## config.mk

```make
export PLATFORM = sky130hd
export DESIGN_NAME = mem_port_ctrl
export DESIGN_NICKNAME = d
export VERILOG_FILES = /design/src/rtl/mem_port_ctrl.sv
export SDC_FILE = /design/constraint.sdc
export NUM_CORES = 1
export LEC_CHECK = 0
export CAP_MARGIN = 0
export CELL_PAD_IN_SITES_DETAIL_PLACEMENT = 0
export CELL_PAD_IN_SITES_GLOBAL_PLACEMENT = 2
export CORE_MARGIN = 4
export CORE_UTILIZATION = 31
export DETAILED_ROUTE_END_ITERATION = 8
export PLACE_DENSITY_LB_ADDON = 0.1
export SKIP_LAST_GASP = 1
export SYNTH_ARGS = -nofsm -noshare
export SYNTH_HDL_FRONTEND = slang
export SYNTH_SLANG_ARGS = --single-unit
```

## constraint.sdc

```tcl
create_clock -name clk -period 6.2 [get_ports clk]
set_input_delay 1.24 -clock clk [delete_from_list [all_inputs] [get_ports clk]]
set_output_delay 1.24 -clock clk [all_outputs]
set_load 0.05 [all_outputs]
```

## src/rtl/mem_port_ctrl.sv

```systemverilog
// Word-granular RAM initiator for CPU byte/half/word loads and stores.
// Sub-word stores use read-modify-write; loads return lane-extracted, extended data.
module mem_port_ctrl #(
  parameter int unsigned ADDR_W = 11
) (
  input  logic              clk,
  input  logic              rst,
  input  logic              mem_req,
  input  logic              mem_we,
  input  logic [1:0]        mem_size,
  input  logic              mem_unsigned,
  input  logic [31:0]       mem_addr,
  input  logic [31:0]       mem_wdata,
  output logic [31:0]       mem_rdata,
  output logic              mem_ready,
  output logic              mem_err,
  output logic              ram_we,
  output logic [ADDR_W-1:0] ram_addr,
  output logic [31:0]       ram_din,
  input  logic [31:0]       ram_dout
);

  localparam logic [3:0] IDLE      = 4'd0;
  localparam logic [3:0] RD_ADDR   = 4'd1;
  localparam logic [3:0] RD_CAP    = 4'd2;
  localparam logic [3:0] RD_DONE   = 4'd3;
  localparam logic [3:0] WR_WORD   = 4'd4;
  localparam logic [3:0] RMW_ADDR  = 4'd5;
  localparam logic [3:0] RMW_MERGE = 4'd6;
  localparam logic [3:0] RMW_WR    = 4'd7;
  localparam logic [3:0] ERR       = 4'd8;

  localparam logic [1:0] SZ_BYTE = 2'b00;
  localparam logic [1:0] SZ_HALF = 2'b01;
  localparam logic [1:0] SZ_WORD = 2'b10;

  logic [3:0]        state_q, state_d;
  logic [1:0]        size_q, size_d;
  logic              uns_q, uns_d;
  logic [1:0]        off_q, off_d;
  logic [31:0]       wdata_q, wdata_d;
  logic [31:0]       mem_rdata_d, ram_din_d;
  logic              mem_ready_d, mem_err_d, ram_we_d;
  logic [ADDR_W-1:0] ram_addr_d;

  logic        req_err_c;
  logic [4:0]  byte_sh_c, half_sh_c;
  logic [7:0]  byte_v_c;
  logic [15:0] half_v_c;
  logic [31:0] load_v_c, lane_mask_c, merged_c;

  // Request legality: size, natural alignment and address range
  assign req_err_c = (mem_size == 2'b11)
                  || ((mem_size == SZ_HALF) && mem_addr[0])
                  || ((mem_size == SZ_WORD) && (mem_addr[1:0] != 2'b00))
                  || ((mem_addr >> (ADDR_W + 2)) != 32'd0);

  assign byte_sh_c = {off_q, 3'b000};
  assign half_sh_c = {off_q[1], 4'b0000};
  assign byte_v_c  = ram_dout[byte_sh_c +: 8];
  assign half_v_c  = ram_dout[half_sh_c +: 16];

  // Lane extraction and extension for loads
  always_comb begin
    load_v_c    = ram_dout;
    lane_mask_c = 32'hFFFF_FFFF;
    case (size_q)
      SZ_BYTE: begin
        load_v_c    = mem_unsigned_ext8(byte_v_c, uns_q);
        lane_mask_c = 32'h0000_00FF << byte_sh_c;
      end
      SZ_HALF: begin
        load_v_c    = uns_q ? {16'd0, half_v_c} : {{16{half_v_c[15]}}, half_v_c};
        lane_mask_c = 32'h0000_FFFF << half_sh_c;
      end
      default: ;
    endcase
  end

  assign merged_c = (ram_dout & ~lane_mask_c) | ((wdata_q << byte_sh_c) & lane_mask_c);

  function automatic logic [31:0] mem_unsigned_ext8(input logic [7:0] b, input logic uns);
    return uns ? {24'd0, b} : {{24{b[7]}}, b};
  endfunction

  // Next-state and registered-output logic
  always_comb begin
    state_d     = state_q;
    size_d      = size_q;
    uns_d       = uns_q;
    off_d       = off_q;
    wdata_d     = wdata_q;
    mem_rdata_d = mem_rdata;
    ram_addr_d  = ram_addr;
    ram_din_d   = ram_din;
    mem_ready_d = 1'b0;
    mem_err_d   = 1'b0;
    ram_we_d    = 1'b0;
    case (state_q)
      IDLE: begin
        if (mem_req) begin
          size_d  = mem_size;
          uns_d   = mem_unsigned;
          off_d   = mem_addr[1:0];
          wdata_d = mem_wdata;
          if (req_err_c) begin
            state_d     = ERR;
            mem_ready_d = 1'b1;
            mem_err_d   = 1'b1;
          end else begin
            ram_addr_d = mem_addr[ADDR_W+1:2];
            if (!mem_we) begin
              state_d = RD_ADDR;
            end else if (mem_size == SZ_WORD) begin
              state_d     = WR_WORD;
              ram_we_d    = 1'b1;
              ram_din_d   = mem_wdata;
              mem_ready_d = 1'b1;
            end else begin
              state_d = RMW_ADDR;
            end
          end
        end
      end
      RD_ADDR:  state_d = RD_CAP;
      RD_CAP: begin
        state_d     = RD_DONE;
        mem_rdata_d = load_v_c;
        mem_ready_d = 1'b1;
      end
      RMW_ADDR: state_d = RMW_MERGE;
      RMW_MERGE: begin
        state_d     = RMW_WR;
        ram_din_d   = merged_c;
        ram_we_d    = 1'b1;
        mem_ready_d = 1'b1;
      end
      RD_DONE, WR_WORD, RMW_WR, ERR: state_d = IDLE;
      default: state_d = IDLE;
    endcase
  end

  always_ff @(posedge clk or posedge rst) begin
    if (rst) begin
      state_q   <= IDLE;
      size_q    <= 2'b00;
      uns_q     <= 1'b0;
      off_q     <= 2'b00;
      wdata_q   <= 32'd0;
      mem_rdata <= 32'd0;
      mem_ready <= 1'b0;
      mem_err   <= 1'b0;
      ram_we    <= 1'b0;
      ram_addr  <= '0;
      ram_din   <= 32'd0;
    end else begin
      state_q   <= state_d;
      size_q    <= size_d;
      uns_q     <= uns_d;
      off_q     <= off_d;
      wdata_q   <= wdata_d;
      mem_rdata <= mem_rdata_d;
      mem_ready <= mem_ready_d;
      mem_err   <= mem_err_d;
      ram_we    <= ram_we_d;
      ram_addr  <= ram_addr_d;
      ram_din   <= ram_din_d;
    end
  end

endmodule

```

# Word-level counts from Yosys, hierarchy flattened

Cells that the tools add are included.
Widths: inputs -> output; s select.

Equal/unequal tests: 12
Shift-type cells: 5
Multiplexer cells: 25
Bitwise gates (word level): 5
Reduce and logical (&&, ||, !) cells: 14

Operators by type and width:

| operator              | number |
|---|---|
| $mux 32               | 6 |
| $pmux 32 s2           | 3 |
| $and 32x32->32        | 2 |
| $not 32->32           | 1 |
| $or 32x32->32         | 1 |
| $reduce_bool 32->1    | 1 |
| $shiftx 32x6->16      | 1 |
| $shiftx 32x6->8       | 1 |
| $shl 16x5->32 const A | 1 |
| $shl 32x5->32         | 1 |
| $shl 8x5->32 const A  | 1 |
| $pmux 4 s5            | 1 |
| $mux 1                | 10 |
| $eq 4x3->1 const B    | 2 |
| $mux 4                | 2 |
| $ne 2x2->1 const B    | 4 |
| $reduce_and 5->1      | 1 |
| $eq 2x1->1 const B    | 2 |
| $eq 2x2->1 const B    | 2 |
| $eq 4x1->1 const B    | 1 |
| $eq 4x2->1 const B    | 1 |
| $logic_not 4->1       | 1 |
| $pmux 1 s2            | 2 |
| $reduce_bool 2->1     | 2 |
| other kinds (8)       | 11 |

Flip-flop bits (word level): 119
Input bits: 103
Output and inout bits: 78
Word-level logic and storage cells: 72

# Longest topological paths before layout

Gate-level depths: netlist of run 1.

Depth after elaboration: 8
Mapped depth: 8
Mapped depth without buffers: 5

# Least setup slack after synthesis of run 1

No wires, ideal clock.

Path kind: input port to flip-flop
Start point: input port mem_addr[26]
End point: register ram_din[8]
Library setup time: 128 ps
Arrival: 2714 ps
Data required time: 6072 ps
Setup slack: 3358 ps
Stages: 7
Path buffers: 2
Path through: nor4_1 > nand3_1 > or3_4 > o21a_1 > buf_6 > buf_6 > mux2_1

Word-level cells in the longest chain between the ends: 4

Ends and longest elaborated chain:

| what                       | RTL line | text |
|---|---|---|
| from (decl)                | 12       | `input logic [31:0] mem_addr,` |
| $reduce_bool 32->1         | 56       | `\|\| ((mem_addr >> (ADDR_W + 2)) != 32'd0);` |
| $logic_or 1x1->1           | 56       |  |
| $ne 2x2->1 (no line)       | n/a      |  |
| $reduce_and 5->1 (no line) | n/a      |  |
| to (signal assigned)       | 167      | `ram_din <= ram_din_d;` |
| to (decl)                  | 19       | `output logic [31:0] ram_din,` |

No other way between the ends.
A chain may end at the register's enable or synchronous reset.

# Worst setup path in the final report of run 1

Start point: input port ram_dout[7]
End point: register mem_rdata[25]

Word-level cells in the longest chain between the ends: 3

Ends and longest elaborated chain:

| what                 | RTL line | text |
|---|---|---|
| from (decl)          | 20       | `input logic [31:0] ram_dout` |
| $shiftx 32x6->8      | 60       | `assign byte_v_c = ram_dout[byte_sh_c +: 8];` |
| $mux 32              | 83       | `return uns ? {24'd0, b} : {{24{b[7]}}, b};` |
| $pmux 32 s2          | 67       | `case (size_q)` |
| to (signal assigned) | 162      | `mem_rdata <= mem_rdata_d;` |
| to (decl)            | 14       | `output logic [31:0] mem_rdata,` |

No other way between the ends.

==> key figures, run 1 <==
Logic synthesis
  – Async S/R FF share, synth: 100%
  – Number of synthesized flops with an enable pin: 0
  – Synth warnings: 0
  – Cells after synthesis: 577
  – Cell accounting for the most synthesized area: dfrtp_1
  – Yosys cell types: 37
  – Top cell type's share of synthesized area: 49.3%
  – Most area-consuming cells after synthesis: dfrtp_1, mux2_2, nor2_1
  – #FFs+latches synth: 119
  – Syn Nets: 680
  – Mapped Avg Cell Area: 10.5 um2
  – Top FF cell, synth: dfrtp_1
  – Sequential area share after synthesis: 49.3%
  – Synthesized area: 6040 um2

Status
  – Outcome: complete, no violations

Place
  – Cell area after placement: 8040 um2
  – Worst slack, placed: 2.50 ns
  – GP Congestion: 0.828
  – I/O Buffers: 180
  – HPWL Detailed: 15700 um

Worst setup path
  – Setup Crit Path Kind: in -> reg
  – Setup crit end kind: flip-flop
  – Startpoint types: primary input
  – CP required: 6.44 ns
  – CP arrival: 3.52 ns
  – Max FO, Critical Path: 16

Floorplan
  – Num ports: 181
  – Starting density of the core: 31.9%
  – Vert. Die Dim: 148 um
  – DIE WIDTH: 148 um
  – Cell Rows: 50
  – Die area: 21800 um2
  – Core footprint: 19000 um2

Timing
  – Final Cycle Share: 53.0%
  – Unrepaired setup endpoints after global routing: no
  – Sum Neg Setup Slack: 0 ns
  – Worst Setup Slack, final: 2.91 ns
  – Final setup vio count: 0
  – Final Slew Violations: 0
  – Max-slew headroom: 21.4%
  – Fmax: 304 MHz
  – Crit path time final: 3.29 ns
  – Hold slack: 0.479 ns
  – Final Hold Viols: 0
  – Worst Skew: 0.00796 ns
  – Worst-Margin Slew: 1.17 ns

Final layout
  – Fraction of layout cells with a size suffix above 1: 18.5%
  – Area taken by multi-input logic gates: 2850 um2
  – Ant diodes: 0
  – Reg area: 2980 um2
  – Layout Nets: 846
  – Layout overhead on the synthesized area: 44.2%
  – Final instance area: 8710 um2
  – Fillers: 1818

Clock tree
  – Clk buf depth: 2
  – Hold Buf Count CTS: 0
  – Total CTS buffers: 17
  – Clock root buffer: clkbuf_16
  – CTS tree: built
  – Post-CTS sizing: 0
  – Clock Latency Late Sink: 0.42 ns
  – H-Tree Depth: 4
  – Clock-pin slew on the worst setup and hold paths: 0.06 ns
  – CTS Sinks: 119
  – Post-CTS setup buffers: 0

Route
  – Final wirelength: 20800 um
  – WL per Instance: 20.5 um
  – DR vias/cell: 5.08
  – DRC errors left: 0
  – Routed Antenna Nets: 0
  – Initial DRC Count: 355
  – First-pass DRT Iterations: 5
  – Routed vias: 5164

Global routing
  – First-pass GRT wire length: 32700 um
  – Vias in the first global route: 5430
  – Largest net degree at the start of global routing: 74
  – Initial antenna violation count: 0
  – GRT Resource Usage Total: 19.6%
  – Global route overflow: 0

Power and ir drop
  – Final Power: 0.00243 W
  – Maximum vdd drop: 205 uV
  – PwrDens: 279 nW/um2
  – Leakage: 3.71 nW

Hold path
  – Worst min path class: reg -> reg

Flow run
  – Max-Cap Viols: 0
-- placed cells by master (no fill, tap or decap), types with 3 or more instances in the layout --
cell type	Yosys	routed
a211oi_1	9	9
nor3_1	3	3
mux2i_1	24	24
clkinvlp_4	0	3
nor2b_1	3	3
nor2_1	68	68
nor4_1	4	4
clkdlybuf4s50_1	0	180
mux2_2	92	92
inv_6	0	4
clkbuf_16	0	17
a221oi_1	16	16
a222oi_1	7	7
o21ai_0	45	45
nand2b_1	3	3
inv_1	5	4
dfrtp_1	119	119
nand2_1	64	64
o211ai_1	9	9
a21oi_1	37	37
bufinv_16	0	5
a22o_1	7	7
and2_1	3	3
buf_4	0	8
-- Yosys cell counts, types with 2 or more instances --
library cell	instances
and2_1	3
a21oi_1	37
mux2i_1	24
nand2_1	64
nand2b_1	3
a221oi_1	16
a222oi_1	7
nor2b_1	3
buf_1	6
buf_6	4
nor3_1	3
or2_2	2
nor2_1	68
nor4_1	4
a22o_1	7
dfrtp_1	119
o21ai_0	45
clkbuf_1	27
nor3b_1	2
buf_2	4
o211ai_1	9
mux2_2	92
inv_1	5
a21o_1	2
a211oi_1	9
-- layer usage --
metal	vias to the layer above	track usage (%)	share of wire [%]
met5	-	0	0
met2	161	31.5	48
met1	2558	26.1	45
met3	31	3.99	4.9
met4	0	7.41	2.6
li1	2414	-	-
-- worst max-delay path, stage by stage --
cell and delay (ns):
clkdlybuf4s50_1 0.53, mux4_2 0.49, nand2b_1 0.13, a211oi_1 0.08, nor2_1 0.89, a21oi_1 0.17
-- registers in the layout (all words and copies together) (netlist names) --
name       cells
mem_err        1
mem_rdata     32
mem_ready      1
off_q          2
ram_addr      11
ram_din       32
ram_we         1
size_q         2
state_q        4
uns_q          1
wdata_q       32
-- path summary, 6_finish.rpt --
path / from / end / slack, ns / depth (start not counted)
max reg2reg: state_q[0] / mem_rdata[25] / 3.02 / 4
max in group asynchronous: rst / mem_rdata[0] / 3.63 / 3
min: mem_rdata[14] / mem_rdata[14] / 0.48 / 2
max: ram_dout[7] / mem_rdata[25] / 2.91 / 6
min in group asynchronous: rst / ram_din[30] / 1.34 / 2
min reg2reg: mem_rdata[14] / mem_rdata[14] / 0.48 / 2
-- cell families (layout without fill, tap and decap cells) --
kind of cell	after synthesis	in the layout	synth area share, %
buf+inv	46	225	3.44
flops	119	119	49.3
mux	118	118	21.7
simple gates	157	157	11.1
compound gates	136	136	14.3
xor+xnor	1	1	0.145
-- cell type report --
class,instances,share of cell area [%]
clock buffers,19,5.20
clock inverters,13,2.49
inverters,5,0.244
multi-input cells,412,32.8
flip-flops and latches,119,34.2
well taps,260,3.74
repair buffers,188,21.4
-- stage by stage --
step           std cells  util (%)
4_1_cts             1016      45.9
6_report            1016      45.9
5_1_grt             1016      45.9
3_3_place_gp         984      42.4
2_1_floorplan        577         -
3_5_place_dp         984      42.4
-- where the power goes --
group          switching [W]  internal [W]  leakage (nW)
clock               0.000383      0.000740         0.317
combinational       0.000234      0.000201          1.96
sequential         0.0000449      0.000822          1.44
(Power assumes the default switching activity.)
==> run 2, diff against run 1 <==
Settings changed: CORE_UTILIZATION 31 to 26.
Clock period 6.2 ns to 2.9 ns, I/O delays scaled along.
==> key figures, run 2 (synthesis gave the netlist of run 1 again) <==
Global routing
  – Global route overflow: 0 (unchanged)
  – GRT Resource Usage Total: 17.0% (was 19.6%)
  – First-pass GRT wire length: 33600 um (was 32700 um)
  – Vias in the first global route: 5519 (was 5430)
  – Largest net degree at the start of global routing: 120 (was 74)
  – Initial antenna violation count: 0 (unchanged)

Worst setup path
  – Launching point of the worst reg2reg path: state_q[0] (unchanged)
  – Slowest library cell on the worst path: nor3b_1 (was nor2_1)
  – Setup crit end kind: flip-flop (unchanged)
  – Worst Setup SP: state_q[0] (was ram_dout[7])
  – Startpoint types: flip-flop (was primary input)
  – Max FO, Critical Path: 16 (unchanged)
  – Setup Crit Path Kind: reg -> reg (was in -> reg)
  – Critical Path Max Stage Delay: 0.57 ns (was 0.89 ns)
  – Worst path cell trace: nor3b_1 > and2_1 > buf_4 > nor2_1 > a21oi_1 > mux2_2 (was clkdlybuf4s50_1 > mux4_2 > nand2b_1 > a211oi_1 > nor2_1 > a21oi_1)
  – CP required: 3.27 ns (was 6.44 ns)
  – CP arrival: 2.72 ns (was 3.52 ns)

Power and ir drop
  – Sequential share of power: 37.5% (was 35.7%)
  – PwrDens: 563 nW/um2 (was 279 nW/um2)
  – Final Power: 0.00496 W (was 0.00243 W)
  – Clock group share of total power: 43.1% (was 46.3%)
  – Int Pwr: 0.00350 W (was 0.00176 W)
  – Switching Fraction: 29.6% (was 27.3%)
  – Leakage: 3.75 nW (was 3.71 nW)
  – Net Sw Power: 0.00147 W (was 0.000663 W)
  – Maximum vdd drop: 317 uV (was 205 uV)
  – Comb power frac: 19.4% (was 17.9%)

Final layout
  – Biggest registers after layout: mem_rdata x32, ram_din x32, wdata_q x32 (unchanged)
  – Reg area: 2980 um2 (unchanged)
  – Final instance area: 8810 um2 (was 8710 um2)
  – Layout Nets: 859 (was 846)
  – Most frequent cells in the layout: clkdlybuf4s50_1, dfrtp_1, mux2_2, nor2_1, nand2_1 (unchanged)
  – Area taken by multi-input logic gates: 2850 um2 (unchanged)
  – Fillers: 2228 (was 1818)
  – Commonest non-fill, non-tap cell in the layout: clkdlybuf4s50_1 (unchanged)
  – Layout overhead on the synthesized area: 45.9% (was 44.2%)
  – Post-route insts no fill: 1054 (was 1016)
  – Fraction of layout cells with a size suffix above 1: 19.9% (was 18.5%)
  – Ant diodes: 0 (unchanged)

Clock tree
  – Clock-pin slew on the worst setup and hold paths: 0.06 ns (about the same)
  – CTS Sinks: 119 (unchanged)
  – Total CTS buffers: 17 (unchanged)
  – CTS tree: built (unchanged)
  – H-Tree Depth: 4 (unchanged)
  – Clock root buffer: clkbuf_16 (unchanged)
  – Post-CTS sizing: 0 (unchanged)
  – Hold Buf Count CTS: 0 (unchanged)
  – Clock Latency Late Sink: 0.43 ns (was 0.42 ns)
  – Clk buf depth: 2 (unchanged)
  – Post-CTS setup buffers: 0 (unchanged)

Place
  – HPWL Detailed: 16300 um (was 15700 um)
  – Cell area after placement: 8220 um2 (was 8040 um2)
  – Post-Place Cells: 1022 (was 984)
  – I/O Buffers: 180 (unchanged)
  – GP Congestion: 0.812 (was 0.828)

Floorplan
  – Vert. Die Dim: 160 um (was 148 um)
  – Cell Rows: 55 (was 50)
  – Die area: 25700 um2 (was 21800 um2)
  – Core footprint: 22700 um2 (was 19000 um2)
  – Starting density of the core: 26.6% (was 31.9%)
  – Num ports: 181 (unchanged)
  – DIE WIDTH: 160 um (was 148 um)

Route
  – Initial DRC Count: 284 (was 355)
  – DR vias/cell: 4.91 (was 5.08)
  – Routed vias: 5171 (was 5164)
  – WL per Instance: 20.9 um (was 20.5 um)
  – DRC errors left: 0 (unchanged)
  – Routed Antenna Nets: 0 (unchanged)
  – Final wirelength: 22000 um (was 20800 um)
  – First-pass DRT Iterations: 4 (was 5)

Hold path
  – Hold path startpoint: mem_rdata[7] (was mem_rdata[14])
  – Worst min path class: reg -> reg (unchanged)

Timing
  – Final setup vio count: 0 (unchanged)
  – Final Slew Violations: 0 (unchanged)
  – Max-slew headroom: 50.3% (was 21.4%)
  – Final Hold Viols: 0 (unchanged)
  – Sum Neg Setup Slack: 0 ns (unchanged)
  – Worst Skew: 0.0127 ns (was 0.00796 ns)
  – Worst-Margin Slew: 0.745 ns (was 1.17 ns)
  – Final Cycle Share: 81.1%
  – Unrepaired setup endpoints after global routing: no (unchanged)
  – Crit path time final: 2.35 ns
  – Fmax: 425 MHz

Flow run
  – Max-Cap Viols: 0 (unchanged)

Status
  – Outcome: complete, no violations (unchanged)
[run 2: worst paths after layout]
kind                                       to  slack (ns)  cells after the start
worst max-delay path              ram_din[24]        0.55                      6
worst min-delay path             mem_rdata[7]        0.48                      2
worst max register to register    ram_din[24]        0.55                      6
worst min register to register   mem_rdata[7]        0.48                      2
max in group asynchronous       mem_rdata[16]        1.69                      3
min in group asynchronous         ram_din[31]        0.68                      3
[run 2: layout make-up]
class	instances	share of cell area, %
inverters	5	0.256
multi-input cells	412	32.4
clock inverters	15	1.89
flip-flops and latches	119	33.8
well taps	285	4.05
clock buffers	17	4.83
repair buffers	201	22.8
[run 2: power by group through the flow]
stage	Sequential (W)	Combinational (W)	Clock, W
6_report	0.00186	0.000964	0.00214
5_1_grt	0.00187	0.00105	0.00228
4_1_cts	0.00186	0.000978	0.00221
3_5_place_dp	0.00189	0.000971	0
3_3_place_gp	0.00189	0.000965	0
2_1_floorplan	0.00190	0.000528	0
[run 2: worst max-delay path, delay by kind of cell, from the launching register on]
family,cells,cell delay (ns)
buf+inv,1,0.33
compound gates,1,0.30
mux,1,0.22
flops,1,0.42
simple gates,3,1.02
[run 2: layer usage]
| metal | vias up | GRT usage [%] | wire length, um |
|---|---|---|---|
| met2 | 134 | 27.1 | 10400 |
| met3 | 23 | 3.82 | 879 |
| met5 | - | 0 | 0 |
| met1 | 2578 | 23.2 | 10200 |
| met4 | 0 | 5.32 | 466 |
| li1 | 2436 | - | - |
[run 2: through the flow]
stage          setup WS, ns  utilization [%]  hold WS [ns]
2_1_floorplan         0.718                -         0.477
3_3_place_gp          0.264             36.2         0.478
3_5_place_dp          0.247             36.2         0.479
4_1_cts               0.512             38.8         0.492
5_1_grt               0.312             38.8         0.513
6_report              0.549             38.8         0.481
